===== config.mk =====
export PLATFORM = sky130hd
export DESIGN_NAME = dram_responder
export DESIGN_NICKNAME = d
export VERILOG_FILES = /design/src/rtl/dram_pkg.sv /design/src/rtl/dram_wbuf.sv /design/src/rtl/dram_responder.sv
export SDC_FILE = /design/constraint.sdc
export NUM_CORES = 1
export LEC_CHECK = 0
export ABC_AREA = 0
export CORE_AREA = 2 2 280 213
export DETAILED_ROUTE_END_ITERATION = 6
export DIE_AREA = 0 0 282 215
export DONT_BUFFER_PORTS = 1
export PLACE_DENSITY = 0.4
export SLEW_MARGIN = 5
export SYNTH_ARGS = -nofsm -noshare
export SYNTH_HDL_FRONTEND = slang
export SYNTH_SLANG_ARGS = --single-unit

===== constraint.sdc =====
create_clock -name clk -period 4.1 [get_ports clk]
set_input_delay 0.41 -clock clk [delete_from_list [all_inputs] [get_ports clk]]
set_output_delay 0.41 -clock clk [all_outputs]
set_load 0.02 [all_outputs]

===== src/rtl/dram_pkg.sv =====
// Shared constants for the DRAM responder and the benches that drive it.
// Holds the default widths, the SRAM and responder latencies, and the layer-engine memory-map bases.
package dram_pkg;
    localparam int DATA_WIDTH      = 32;
    localparam int ADDR_WIDTH      = 18;
    localparam int WBUF_DEPTH_DEF  = 4;
    localparam int SRAM_LATENCY    = 1;
    localparam int RSP_LATENCY     = 2;

    localparam int WEIGHT_BASE     = 0;
    localparam int BIAS_BASE0      = 48000;
    localparam int BIAS_BASE1      = 51200;
    localparam int IFMAP_BASE      = 65536;
    localparam int OFMAP_BASE      = 131072;
endpackage


===== src/rtl/dram_wbuf.sv =====
// Circular write buffer with a parallel address match that returns the youngest hit.
// Latency: push visible to pop/match the cycle after it is written; match is combinational.
// Backpressure: full_o is advisory; the owner must pop in the same cycle it pushes while full.
module dram_wbuf
    import dram_pkg::*;
#(
    parameter int DW    = DATA_WIDTH,
    parameter int AW    = ADDR_WIDTH,
    parameter int DEPTH = WBUF_DEPTH_DEF,
    localparam int PW   = $clog2(DEPTH),
    localparam int CW   = PW + 1
) (
    input  logic          clk,
    input  logic          srstn,
    input  logic          push_i,
    input  logic [AW-1:0] push_addr_i,
    input  logic [DW-1:0] push_data_i,
    input  logic          pop_i,
    output logic [AW-1:0] head_addr_o,
    output logic [DW-1:0] head_data_o,
    output logic [CW-1:0] count_o,
    output logic          full_o,
    output logic          empty_o,
    input  logic [AW-1:0] match_addr_i,
    output logic          hit_o,
    output logic [DW-1:0] hit_data_o
);
    logic [AW-1:0] addr_q [DEPTH];
    logic [DW-1:0] data_q [DEPTH];
    logic [PW-1:0] head_q, tail_q;
    logic [CW-1:0] count_q, count_d;
    logic [PW-1:0] idx;

    always_ff @(posedge clk) begin
        if (push_i) begin
            addr_q[tail_q] <= push_addr_i;
            data_q[tail_q] <= push_data_i;
        end
    end

    always_comb begin
        count_d = count_q + {{PW{1'b0}}, push_i} - {{PW{1'b0}}, pop_i};
    end

    always_ff @(posedge clk or negedge srstn) begin
        if (!srstn) begin
            head_q  <= '0;
            tail_q  <= '0;
            count_q <= '0;
        end else begin
            if (push_i) tail_q <= tail_q + 1'b1;
            if (pop_i)  head_q <= head_q + 1'b1;
            count_q <= count_d;
        end
    end

    // Walk oldest to youngest so the last matching entry overrides earlier ones.
    always_comb begin
        hit_o      = 1'b0;
        hit_data_o = '0;
        idx        = '0;
        for (int k = 0; k < DEPTH; k++) begin
            idx = head_q + PW'(k);
            if ((CW'(k) < count_q) && (addr_q[idx] == match_addr_i)) begin
                hit_o      = 1'b1;
                hit_data_o = data_q[idx];
            end
        end
    end

    assign head_addr_o = addr_q[head_q];
    assign head_data_o = data_q[head_q];
    assign count_o     = count_q;
    assign full_o      = (count_q == CW'(DEPTH));
    assign empty_o     = (count_q == '0);
endmodule


===== src/rtl/dram_responder.sv =====
// Serves engine read/write requests onto a 1-cycle single-port SRAM, parking writes in a forwarding buffer.
// Latency: read accepted at t returns rdata/rvalid at t+2; writes drain from t+1 when the read path is idle.
// Backpressure: busy (buffer full) rejects reads and flags err_rd_drop; writes are always accepted.
module dram_responder
    import dram_pkg::*;
#(
    parameter int DATA_WIDTH = dram_pkg::DATA_WIDTH,
    parameter int ADDR_WIDTH = dram_pkg::ADDR_WIDTH,
    parameter int WBUF_DEPTH = 4
) (
    input  logic                  clk,
    input  logic                  srstn,
    input  logic                  req_rd,
    input  logic [ADDR_WIDTH-1:0] req_addr_rd,
    input  logic                  req_wr,
    input  logic [ADDR_WIDTH-1:0] req_addr_wr,
    input  logic [DATA_WIDTH-1:0] req_wdata,
    output logic [DATA_WIDTH-1:0] rdata,
    output logic                  rvalid,
    output logic                  busy,
    output logic                  err_rd_drop,
    output logic                  mem_cen,
    output logic                  mem_wen,
    output logic [ADDR_WIDTH-1:0] mem_addr,
    output logic [DATA_WIDTH-1:0] mem_wdata,
    input  logic [DATA_WIDTH-1:0] mem_rdata
);
    localparam int CW = $clog2(WBUF_DEPTH) + 1;

    logic                  full, empty, rd_acc, drain, hit;
    logic [ADDR_WIDTH-1:0] head_addr;
    logic [DATA_WIDTH-1:0] head_data, hit_data;
    logic [CW-1:0]         count;

    logic                  s1_vld_q, s1_hit_q, rvalid_q, err_q, err_d;
    logic [DATA_WIDTH-1:0] s1_fwd_q, rdata_q, rdata_d;
    logic [ADDR_WIDTH-1:0] mem_addr_q, mem_addr_d;
    logic [DATA_WIDTH-1:0] mem_wdata_q, mem_wdata_d;

    dram_wbuf #(
        .DW    (DATA_WIDTH),
        .AW    (ADDR_WIDTH),
        .DEPTH (WBUF_DEPTH)
    ) u_wbuf (
        .clk          (clk),
        .srstn        (srstn),
        .push_i       (req_wr),
        .push_addr_i  (req_addr_wr),
        .push_data_i  (req_wdata),
        .pop_i        (drain),
        .head_addr_o  (head_addr),
        .head_data_o  (head_data),
        .count_o      (count),
        .full_o       (full),
        .empty_o      (empty),
        .match_addr_i (req_addr_rd),
        .hit_o        (hit),
        .hit_data_o   (hit_data)
    );

    // Reads own the port; the buffer drains only in cycles without an accepted read.
    always_comb begin
        rd_acc      = req_rd & ~full;
        drain       = ~rd_acc & ~empty;
        mem_addr_d  = mem_addr_q;
        mem_wdata_d = mem_wdata_q;
        if (rd_acc) begin
            mem_addr_d = req_addr_rd;
        end else if (drain) begin
            mem_addr_d  = head_addr;
            mem_wdata_d = head_data;
        end
        rdata_d = rdata_q;
        if (s1_vld_q) rdata_d = s1_hit_q ? s1_fwd_q : mem_rdata;
        err_d = err_q | (req_rd & full);
    end

    always_ff @(posedge clk or negedge srstn) begin
        if (!srstn) begin
            s1_vld_q    <= 1'b0;
            s1_hit_q    <= 1'b0;
            s1_fwd_q    <= '0;
            rvalid_q    <= 1'b0;
            rdata_q     <= '0;
            err_q       <= 1'b0;
            mem_addr_q  <= '0;
            mem_wdata_q <= '0;
        end else begin
            s1_vld_q    <= rd_acc;
            s1_hit_q    <= rd_acc & hit;
            s1_fwd_q    <= hit_data;
            rvalid_q    <= s1_vld_q;
            rdata_q     <= rdata_d;
            err_q       <= err_d;
            mem_addr_q  <= mem_addr_d;
            mem_wdata_q <= mem_wdata_d;
        end
    end

    assign mem_cen     = rd_acc | drain;
    assign mem_wen     = drain;
    assign mem_addr    = mem_addr_d;
    assign mem_wdata   = mem_wdata_d;
    assign busy        = full;
    assign err_rd_drop = err_q;
    assign rvalid      = rvalid_q;
    assign rdata       = rdata_q;
endmodule


==> metrics, run 1 <==
Yosys cell types 68; worst-path cell chain buf_4 > buf_6 > buf_4 > mux2i_1 > nand2_1 > o21ai_0 > o21ai_0; CP bufs+invs 3; area of the multi-input gates 7260 um2; Sinks on Clock Net 325; Setup WS pre-CTS 0.338 ns; PD cells 736 nW/um2; setup ws final 0.175 ns; Filler Cell Count 5685; share of layout cells above drive strength 1 18.6%; critical path data required time 3.69 ns; TritonCTS clock tree built; I/O Buffers 0; Max Freq 255 MHz; max incr delay on CP 0.73 ns; Area Overhead vs Synth 15.5%; setup_tns 0 ns; arrival time worst endpoint 3.52 ns; routed len/inst 23.3 um; detailed router's first-iteration violation count 877; fin util 34.1%; Max Cap Viol 0; Setup CP Type reg -> out; Post-synth EDFFs 200; Remaining DRCs 0; Seq. cell area 9140 um2; CORE AREA 58100 um2; ANT nets after route 0; CTS Buf Count 39; drt total wl 51.9 mm; R2R cell count 10; Final Max Slew Viols 0; final setup vio count 0; Synth Net Count 1491; largest net degree at the start of global routing 126; Fin. Hold Viols 0; CP Max Fanout 35; Area after DPL 18000 um2; crit end category primary output; CP max stage cell o21ai_0; DR vias/cell 5.22; Startpoint Class flop; post-synthesis instance area 17200 um2; gr usage total 17.1%; Fin Clk Skew 0.0218 ns; fin crit share 95.7%; vias in the first global route 11619; Seq/Total Area, Yosys 53.2%; Post-Synthesis Cells 1378; # IOs 191; synthesized area per cell 12.5 um2; yosys warns 0; Top Family by Delay on Critical Path buffers and inverters; Worst-Skew Late Latency 0.56 ns; final net count 1516; DIE HEIGHT 215 um; worst vdd rail ir drop 305 uV; critical path depth in cells 7; post-synthesis register bit count 325; grt ovf 0; predominant post-synthesis flop cell edfxtp_1; GP Congestion 0.835; Root Buffer clkbuf_16; Die ar. 60600 um2; Hold Crit Class in -> reg; initial antenna violation count 5; FP Rows 77; ys async rst share 38.5%; LEAKAGE 7.05 nW; hold path cells 2; Tightest Pin Transition 1.14 ns; First-pass DRT Iterations 7; Via Count 11605; global-route wire length before repair 77.5 mm; Worst-path clk slew 0.06 ns; Initial Utilization 29.5%; fin area 19800 um2; Clock Path Buffers 3; post-layout min period 3.93 ns; die width 282 um; H-tree depth 2; HPWL after DPL 33.9 mm; RSZ-0062 raised after global routing false; Worst slew margin 23.8%; status finished clean
[registers in the layout, summed over array words and instances, names as in the netlist]
name / cells
u_wbuf.data_q: 128
u_wbuf.addr_q: 72
mem_wdata_q: 32
rdata: 32
s1_fwd_q: 32
mem_addr_q: 18
u_wbuf.count_o: 3
u_wbuf.head_q: 2
u_wbuf.tail_q: 2
err_rd_drop: 1
rvalid: 1
s1_hit_q: 1
s1_vld_q: 1
[area by class of cell]
type                            instances  share of cell area [%]
Sequential cell                       325                    46.1
Multi-Input combinational cell        905                    36.6
Timing Repair Buffer                  110                    5.73
Clock buffer                           55                    5.38
Tap cell                              790                    4.99
Clock inverter                         17                   0.669
Inverter                               22                   0.429
Antenna cell                            1                  0.0126
[layout by cell type, fill, tap and decap left out, types with 21 or more instances in the layout]
| cell type | count |
|---|---|
| mux2i_1 | 127 |
| clkbuf_16 | 39 |
| o21ai_0 | 73 |
| o221ai_1 | 62 |
| dfrtp_1 | 121 |
| mux2_2 | 104 |
| a21oi_1 | 48 |
| dlygate4sd3_1 | 53 |
| buf_4 | 42 |
| mux4_2 | 24 |
| xnor2_1 | 59 |
| edfxtp_1 | 200 |
| a32oi_1 | 32 |
| o211ai_1 | 31 |
| nor2_1 | 54 |
| nand2_1 | 133 |
| inv_1 | 21 |
| or4_1 | 31 |
[cells by family (layout without fill, tap and decap cells)]
logic type	count (synthesis)	in the layout	synth area share [%]
buffers and inverters	148	204	4.63
XOR/XNOR	71	71	3.62
flip-flops	325	325	53.2
other	0	1	0
AND/OR/NAND/NOR	267	267	7.29
AO/OA/AOI/OAI	296	296	12.3
adder cells (fa/ha/maj)	9	9	0.700
multiplexers	262	262	18.2
[repair_timing]
item	4_1_cts	5_1_grt
hold buffers	54	0
buffers inserted	0	0
gates resized for setup	4	1
setup endpoints to repair	9	1
hold endpoints to repair	329	0
[cells in the mapped netlist (12+ instances only)]
cell type    n  share of area (%)
o211ai_1    31                1.4
or4_1       32                1.4
buf_4       13               0.57
xor2_1      12               0.61
mux4_2      24                3.2
a21oi_1     48                1.4
edfxtp_1   200                 35
o21ai_0     76                2.2
a32oi_1     32                1.6
nand2_1    133                2.9
xnor2_1     59                3.0
nor2_1      56                1.2
inv_1       21               0.46
o221ai_1    62                3.2
mux2_2     104                6.8
dfrtp_1    125                 18
clkbuf_1    60                1.3
buf_2       23               0.67
mux2i_1    127                7.4
[metal layers]
metal | share of wire [%] | global-route usage [%] | vias up
met5 | 0.10 | 0 | -
met2 | 43 | 25.0 | 373
li1 | - | - | 5369
met3 | 7.0 | 3.89 | 74
met4 | 1.9 | 4.52 | 8
met1 | 48 | 25.1 | 5781
[where the power goes]
part | internal [mW] | switching (mW)
Sequential | 4.33 | 0.628
Clock | 1.89 | 1.43
Combinational | 2.40 | 3.91
[worst paths after layout]
| check | start | endpoint | slack, ns |
|---|---|---|---|
| min reg2reg | u_wbuf.tail_q[0]$_DFFE_PN0P_ | u_wbuf.tail_q[0]$_DFFE_PN0P_ | 0.54 |
| max in group asynchronous | srstn | rvalid$_DFF_PN0_ | 2.96 |
| min | mem_rdata[31] | rdata[31]$_DFFE_PN0P_ | 0.06 |
| max reg2reg | u_wbuf.head_q[1]$_DFFE_PN0N_ | s1_fwd_q[21]$_DFF_PN0_ | 0.31 |
| min in group asynchronous | srstn | mem_addr_q[0]$_DFF_PN0_ | 0.52 |
| max | u_wbuf.head_q[1]$_DFFE_PN0N_ | mem_wdata[5] | 0.17 |
[through the flow]
step / hold WS, ns / std cells / total power, mW
after floorplan: 0.114 / 1378 / 9.60
after global placement: 0.120 / 2098 / 11.2
after detailed placement: 0.120 / 2098 / 11.2
after CTS: 0.0199 / 2224 / 14.8
after global routing: 0.0350 / 2224 / 15.5
final: 0.0634 / 2225 / 14.6
No activity file was read; power rests on OpenSTA's default activity.
==> run 2, diff against run 1 <==
- SLEW_MARGIN: 5 -> 20
- TNS_END_PERCENT: default -> 10
==> run 2 against run 1 <==
Compared with the run above:
- critical endpoint unchanged
- sequential power about the same
- critical path type unchanged
- routed wire length about the same
- clock power about the same
- worst setup slack worse by 0.0010 ns
==> metrics, run 2 (same netlist as run 1, synthesis figures left out) <==
DR vias/cell 5.19 (-0.46%); post-CTS repair timing setup buffer count 0 (unchanged); worst-path cell chain buf_4 > buf_6 > buf_4 > mux2i_1 > nand2_1 > o21ai_0 > o21ai_0; Remaining DRCs 0 (unchanged); largest net degree at the start of global routing 126 (unchanged); FP Rows 77 (unchanged); Initial Utilization 29.5% (unchanged); global-route wire length before repair 77.5 mm (unchanged); Fin Clk Skew 0.0235 ns (+0.00168 ns); WHS Endpoint rdata[31]$_DFFE_PN0P_; r2r startpoint u_wbuf.head_q[1]$_DFFE_PN0N_; Biggest register u_wbuf.data_q; Area after DPL 18000 um2 (unchanged); LEAKAGE 7.05 nW (about the same); Die ar. 60600 um2 (unchanged); DIE HEIGHT 215 um (unchanged); commonest non-fill, non-tap cell in the layout edfxtp_1; RSZ-0062 raised after global routing false; initial antenna violation count 5 (unchanged); I/O Buffers 0 (unchanged); R2R cell count 10 (unchanged); worst vdd rail ir drop 307 uV (+0.37%); detailed router's first-iteration violation count 879 (+0.23%); fin crit share 95.8% (about the same); HPWL after DPL 33.9 mm (unchanged); die width 282 um (unchanged); Max Cap Viol 0 (unchanged); Reg2Reg Setup Slack 0.29 ns (-0.02 ns); Fin. Hold Viols 0 (unchanged); # IOs 191 (unchanged); ANT nets after route 0 (unchanged); Power Total 14.6 mW (about the same); Tightest Pin Transition 1.10 ns (-0.0472 ns); grt ovf 0 (unchanged); share of layout cells above drive strength 1 18.6% (unchanged); Clock Path Buffers 3 (unchanged); CP max stage cell o21ai_0; CTS Buf Count 39 (unchanged); arrival time worst endpoint 3.52 ns (about the same); PD cells 736 nW/um2 (about the same); most frequent cells in the layout edfxtp_1, nand2_1, mux2i_1; Area Overhead vs Synth 15.5% (about the same); max incr delay on CP 0.73 ns (about the same); Sinks on Clock Net 325 (unchanged); status finished clean; CP Max Fanout 35 (unchanged); final setup vio count 0 (unchanged); First-pass DRT Iterations 5 (-2); Max Freq 255 MHz (about the same); crit end category primary output; Worst slew margin 27.0% (+3.1 points); CORE AREA 58100 um2 (unchanged); gr usage total 17.1% (unchanged); non-filler cells in the finished layout 2225 (unchanged); TritonCTS clock tree built; Worst-path clk slew 0.06 ns (about the same); final net count 1516 (unchanged); Via Count 11552 (-0.46%); Setup CP Type reg -> out; vias in the first global route 11619 (unchanged); drt total wl 51.9 mm (about the same); Largest regs u_wbuf.data_q (128), u_wbuf.addr_q (72); routed len/inst 23.3 um (about the same); number of flip-flops in the largest register 128 (unchanged); Worst-Skew Late Latency 0.56 ns (about the same); critical path data required time 3.69 ns (about the same); post-layout min period 3.93 ns (+0.00103 ns); fin area 19800 um2 (about the same); reg2reg end s1_fwd_q[21]$_DFF_PN0_; Final Max Slew Viols 0 (unchanged); Hold Crit Class in -> reg; setup_tns 0 ns (unchanged); hold path cells 2 (unchanged); Root Buffer clkbuf_16; GP Congestion 0.835 (unchanged); Cells after DPL 2098 (unchanged); H-tree depth 2 (unchanged); hold_sp mem_rdata[31]; Startpoint Class flop
-- run 2: cell types whose count changed in the layout (fill, tap and decap cells not counted) --
| cell | previous run | this run |
|---|---|---|
| dfrtp_2 | 2 | 1 |
| dfrtp_4 | 2 | 3 |
-- run 2: what timing repair did --
| item | CTS | global route |
|---|---|---|
| hold buffers | 54 | 0 |
| gates cloned | 0 | 0 |
| endpoints found under the setup margin | 9 | 1 |
| endpoints found under the hold margin | 329 | 0 |
| resized for setup | 4 | 1 |
-- run 2: stage by stage --
step           hold WS [ns]  utilization [%]  setup WS [ns]
2_1_floorplan         0.114                -           1.12
3_3_place_gp          0.120             31.1          0.362
3_5_place_dp          0.120             31.1          0.338
4_1_cts              0.0199             34.1         0.0238
5_1_grt              0.0350             34.1        0.00140
6_report             0.0631             34.1          0.174
-- run 2: critical path, delay by kind of cell, from the launching register on --
kind | cells | cell delay, ns
compound gates | 2 | 0.86
buf+inv | 3 | 1.14
flops | 1 | 0.68
mux | 1 | 0.15
simple gates | 1 | 0.08
-- run 2: cell type report --
type / count / area [um2]
flip-flops and latches: 325 / 9150
repair buffers: 110 / 1140
multi-input cells: 905 / 7260
diodes: 1 / 2.50
clock inverters: 17 / 133
clock buffers: 55 / 1070
well taps: 790 / 988
inverters: 22 / 85.1
fillers: 5684 / 38300
-- run 2: power breakdown --
| group | internal, mW | switching, mW |
|---|---|---|
| logic | 2.40 | 3.91 |
| registers | 4.33 | 0.629 |
| clock network | 1.89 | 1.43 |
-- run 2: how the worst max path moves through the flow --
stage | start | to | slack (ns)
global placement | u_wbuf.head_q[1]$_DFFE_PN0N_ | s1_fwd_q[31]$_DFF_PN0_ | 0.36
finish | u_wbuf.head_q[1]$_DFFE_PN0N_ | mem_wdata[5] | 0.17
CTS | u_wbuf.head_q[1]$_DFFE_PN0N_ | mem_wdata[3] | 0.02
floorplan | u_wbuf.head_q[1]$_DFFE_PN0N_ | s1_fwd_q[10]$_DFF_PN0_ | 1.12
detailed placement | u_wbuf.head_q[1]$_DFFE_PN0N_ | s1_fwd_q[21]$_DFF_PN0_ | 0.34
global route | u_wbuf.head_q[1]$_DFFE_PN0N_ | mem_wdata[5] | 0.001
-- run 2: routing by layer --
metal	global-route usage (%)	wire, um	up-vias
li1	-	-	5361
met1	25.1	25200	5763
met2	25.0	22200	346
met3	3.89	3380	74
met4	4.52	974	8
met5	0	53	-
==> run 3, diff against run 2 <==
- clock period: 4.1 -> 4.2 ns (I/O delays scaled with it)
==> run 3 against run 2 <==
Compared with the run above:
- sequential cell count is the same
- via count grew 0.60%
- combinational power shrank 2%
- critical path type is now reg -> reg
- critical endpoint is now s1_fwd_q[16]$_DFF_PN0_
- design area grew 0.12%
- largest power group unchanged
- clock power is essentially flat
- routed wire length grew 0.30%
- highest routed layer unchanged
==> metrics, run 3 (same netlist as run 1, synthesis figures left out) <==
Root Buffer clkbuf_16; Top Family by Delay on Critical Path simple AND/OR/NAND/NOR gates; Initial Utilization 29.5% (unchanged); share of layout cells above drive strength 1 18.7% (+0.044 points); RSZ-0062 raised after global routing false; H-tree depth 2 (unchanged); Biggest register u_wbuf.data_q; clock network power share 23.4% (+0.6 points); setup_tns 0 ns (unchanged); most frequent CP cell buf_12; vias in the first global route 11605 (-0.12%); critical path depth in cells 10 (+3); routed len/inst 23.4 um (+0.17%); Filler Cell Count 5687 (+0.053%); die width 282 um (unchanged); I/O Buffers 0 (unchanged); largest net degree at the start of global routing 126 (unchanged); Largest regs u_wbuf.data_q (128), u_wbuf.addr_q (72); HPWL after DPL 34.2 mm (+0.99%); Internal 8.45 mW (-2.0%); post-layout min period 3.92 ns; initial antenna violation count 6 (+1); Fin Clk Skew 0.0115 ns (-0.0120 ns); Clock Path Buffers 3 (unchanged); CP bufs+invs 2 (-1); grt ovf 0 (unchanged); max incr delay on CP 0.62 ns (-0.11 ns); Sw Share 40.9% (about the same); DR vias/cell 5.22 (+0.46%); status finished clean; global-route wire length before repair 77.6 mm (+0.12%); Worst slew margin 30.5% (+3.5 points); Worst-path clk slew 0.06 ns (about the same); commonest non-fill, non-tap cell in the layout edfxtp_1; GP Congestion 0.800 (-4.2%); worst vdd rail ir drop 293 uV (-4.3%); final setup vio count 0 (unchanged); LEAKAGE 7.05 nW (about the same); Fin. Hold Viols 0 (unchanged); Final Max Slew Viols 0 (unchanged); First-pass DRT Iterations 5 (unchanged); TritonCTS clock tree built; CP endpoint s1_fwd_q[16]$_DFF_PN0_; drt total wl 52.1 mm (+0.30%); non-filler cells in the finished layout 2228 (+0.13%); CORE AREA 58100 um2 (unchanged); Remaining DRCs 0 (unchanged); CTS Buf Count 40 (+2.6%); gr usage total 17.1% (+0.062 points); Via Count 11621 (+0.60%); number of flip-flops in the largest register 128 (unchanged); Startpoint Class flop; Cells after DPL 2098 (unchanged); Setup CP Type reg -> reg; crit end category flop; PD cells 720 nW/um2 (-2.2%); detailed router's first-iteration violation count 798 (-9.2%); Worst-Skew Late Latency 0.56 ns (about the same); Reg2Reg Setup Slack 0.28 ns (about the same); Tightest Pin Transition 1.03 ns (-0.0639 ns); Hold Crit Class in -> reg; Flop pwr share 33.6% (-0.4 points); Area Overhead vs Synth 15.6%; arrival time worst endpoint 4.37 ns (+0.85 ns); Sinks on Clock Net 325 (unchanged); FP Rows 77 (unchanged); post-CTS repair timing setup buffer count 0 (unchanged); reg2reg end s1_fwd_q[16]$_DFF_PN0_; CP max stage cell mux4_1; ANT nets after route 0 (unchanged); Die ar. 60600 um2 (unchanged); r2r startpoint u_wbuf.head_q[1]$_DFFE_PN0N_; Max Cap Viol 0 (unchanged); Max Freq 255 MHz; NetSw 5.83 mW (-2.1%); final net count 1517 (+0.066%); CP Max Fanout 29 (-17%); most frequent cells in the layout edfxtp_1, nand2_1, mux2i_1; DIE HEIGHT 215 um (unchanged); R2R cell count 10 (unchanged); critical path data required time 4.66 ns (+0.97 ns); Seq. cell area 9150 um2 (unchanged); critical path startpoint u_wbuf.head_q[1]$_DFFE_PN0N_; Logic pwr share 43.0% (-0.2 points); # IOs 191 (unchanged); worst-path cell chain buf_12 > mux4_1 > xnor2_1 > nand4_1 > or4b_1 > nor4_2 > or3_2 > buf_12 > o221ai_1 > a32oi_1; area of the multi-input gates 7260 um2 (unchanged); fin crit share 93.3%
-- run 3: cell types whose count changed in the layout (fill, tap and decap cells not counted), moves of 2 or more --
| cell | delta |
|---|---|
| o21ai_1 | -2 |
| clkbuf_16 | +2 |
| o21ai_0 | +2 |
| buf_12 | -2 |
| buf_4 | +3 |
-- run 3: final cells by class --
| type | instances | share of cell area [%] |
|---|---|---|
| flip-flops and latches | 325 | 46.1 |
| multi-input cells | 905 | 36.6 |
| clock buffers | 58 | 5.69 |
| repair buffers | 110 | 5.58 |
| well taps | 790 | 4.98 |
| clock inverters | 16 | 0.599 |
| inverters | 22 | 0.429 |
| diodes | 2 | 0.0252 |
-- run 3: worst min-delay path by stage --
stage                                to           from  depth (start not counted)  slack, ns
2_1_floorplan     err_rd_drop$_DFF_PN0_          srstn                          0       0.12
3_3_place_gp    mem_addr_q[8]$_DFF_PN0_          srstn                          0       0.13
3_5_place_dp   mem_addr_q[17]$_DFF_PN0_          srstn                          0       0.13
4_1_cts           rdata[20]$_DFFE_PN0P_  mem_rdata[20]                          2       0.03
5_1_grt           rdata[13]$_DFFE_PN0P_  mem_rdata[13]                          2       0.06
6_report          rdata[30]$_DFFE_PN0P_  mem_rdata[30]                          2       0.07
-- run 3: power by group through the flow --
stage | clock (mW) | combinational [mW] | sequential [mW]
CTS | 3.45 | 6.20 | 4.80
global route | 3.58 | 6.73 | 4.89
detailed placement | 0 | 6.06 | 4.86
floorplan | 0 | 4.71 | 4.66
global placement | 0 | 6.05 | 4.85
finish | 3.33 | 6.15 | 4.80
-- run 3: metal layers --
metal	share of wire, %	vias to the layer above	global-route usage (%)	wire, um
li1	-	5365	-	-
met1	48	5863	24.8	25100
met2	44	316	25.8	22700
met3	6.2	69	3.87	3240
met4	2.0	8	3.95	1020
met5	0.11	-	0	55
-- run 3: what timing repair did --
| action | in CTS | in global routing |
|---|---|---|
| endpoints found under the setup margin | 0 | 2 |
| hold buffers | 54 | 0 |
| hold endpoints to repair | 329 | 0 |
| resized for setup | 0 | 2 |
-- run 3: stage by stage --
step                utilization [%]  hold slack (ns)  power [mW]  worst slack, ns  instance area, um2
CTS                            34.1           0.0346        14.5           0.0191               19800
floorplan                         -            0.124        9.37             1.22               17200
finish                         34.2           0.0722        14.3            0.283               19800
detailed placement             31.0            0.131        10.9            0.325               18000
global placement               31.0            0.130        10.9            0.333               18000
global route                   34.1           0.0561        15.2           0.0781               19800
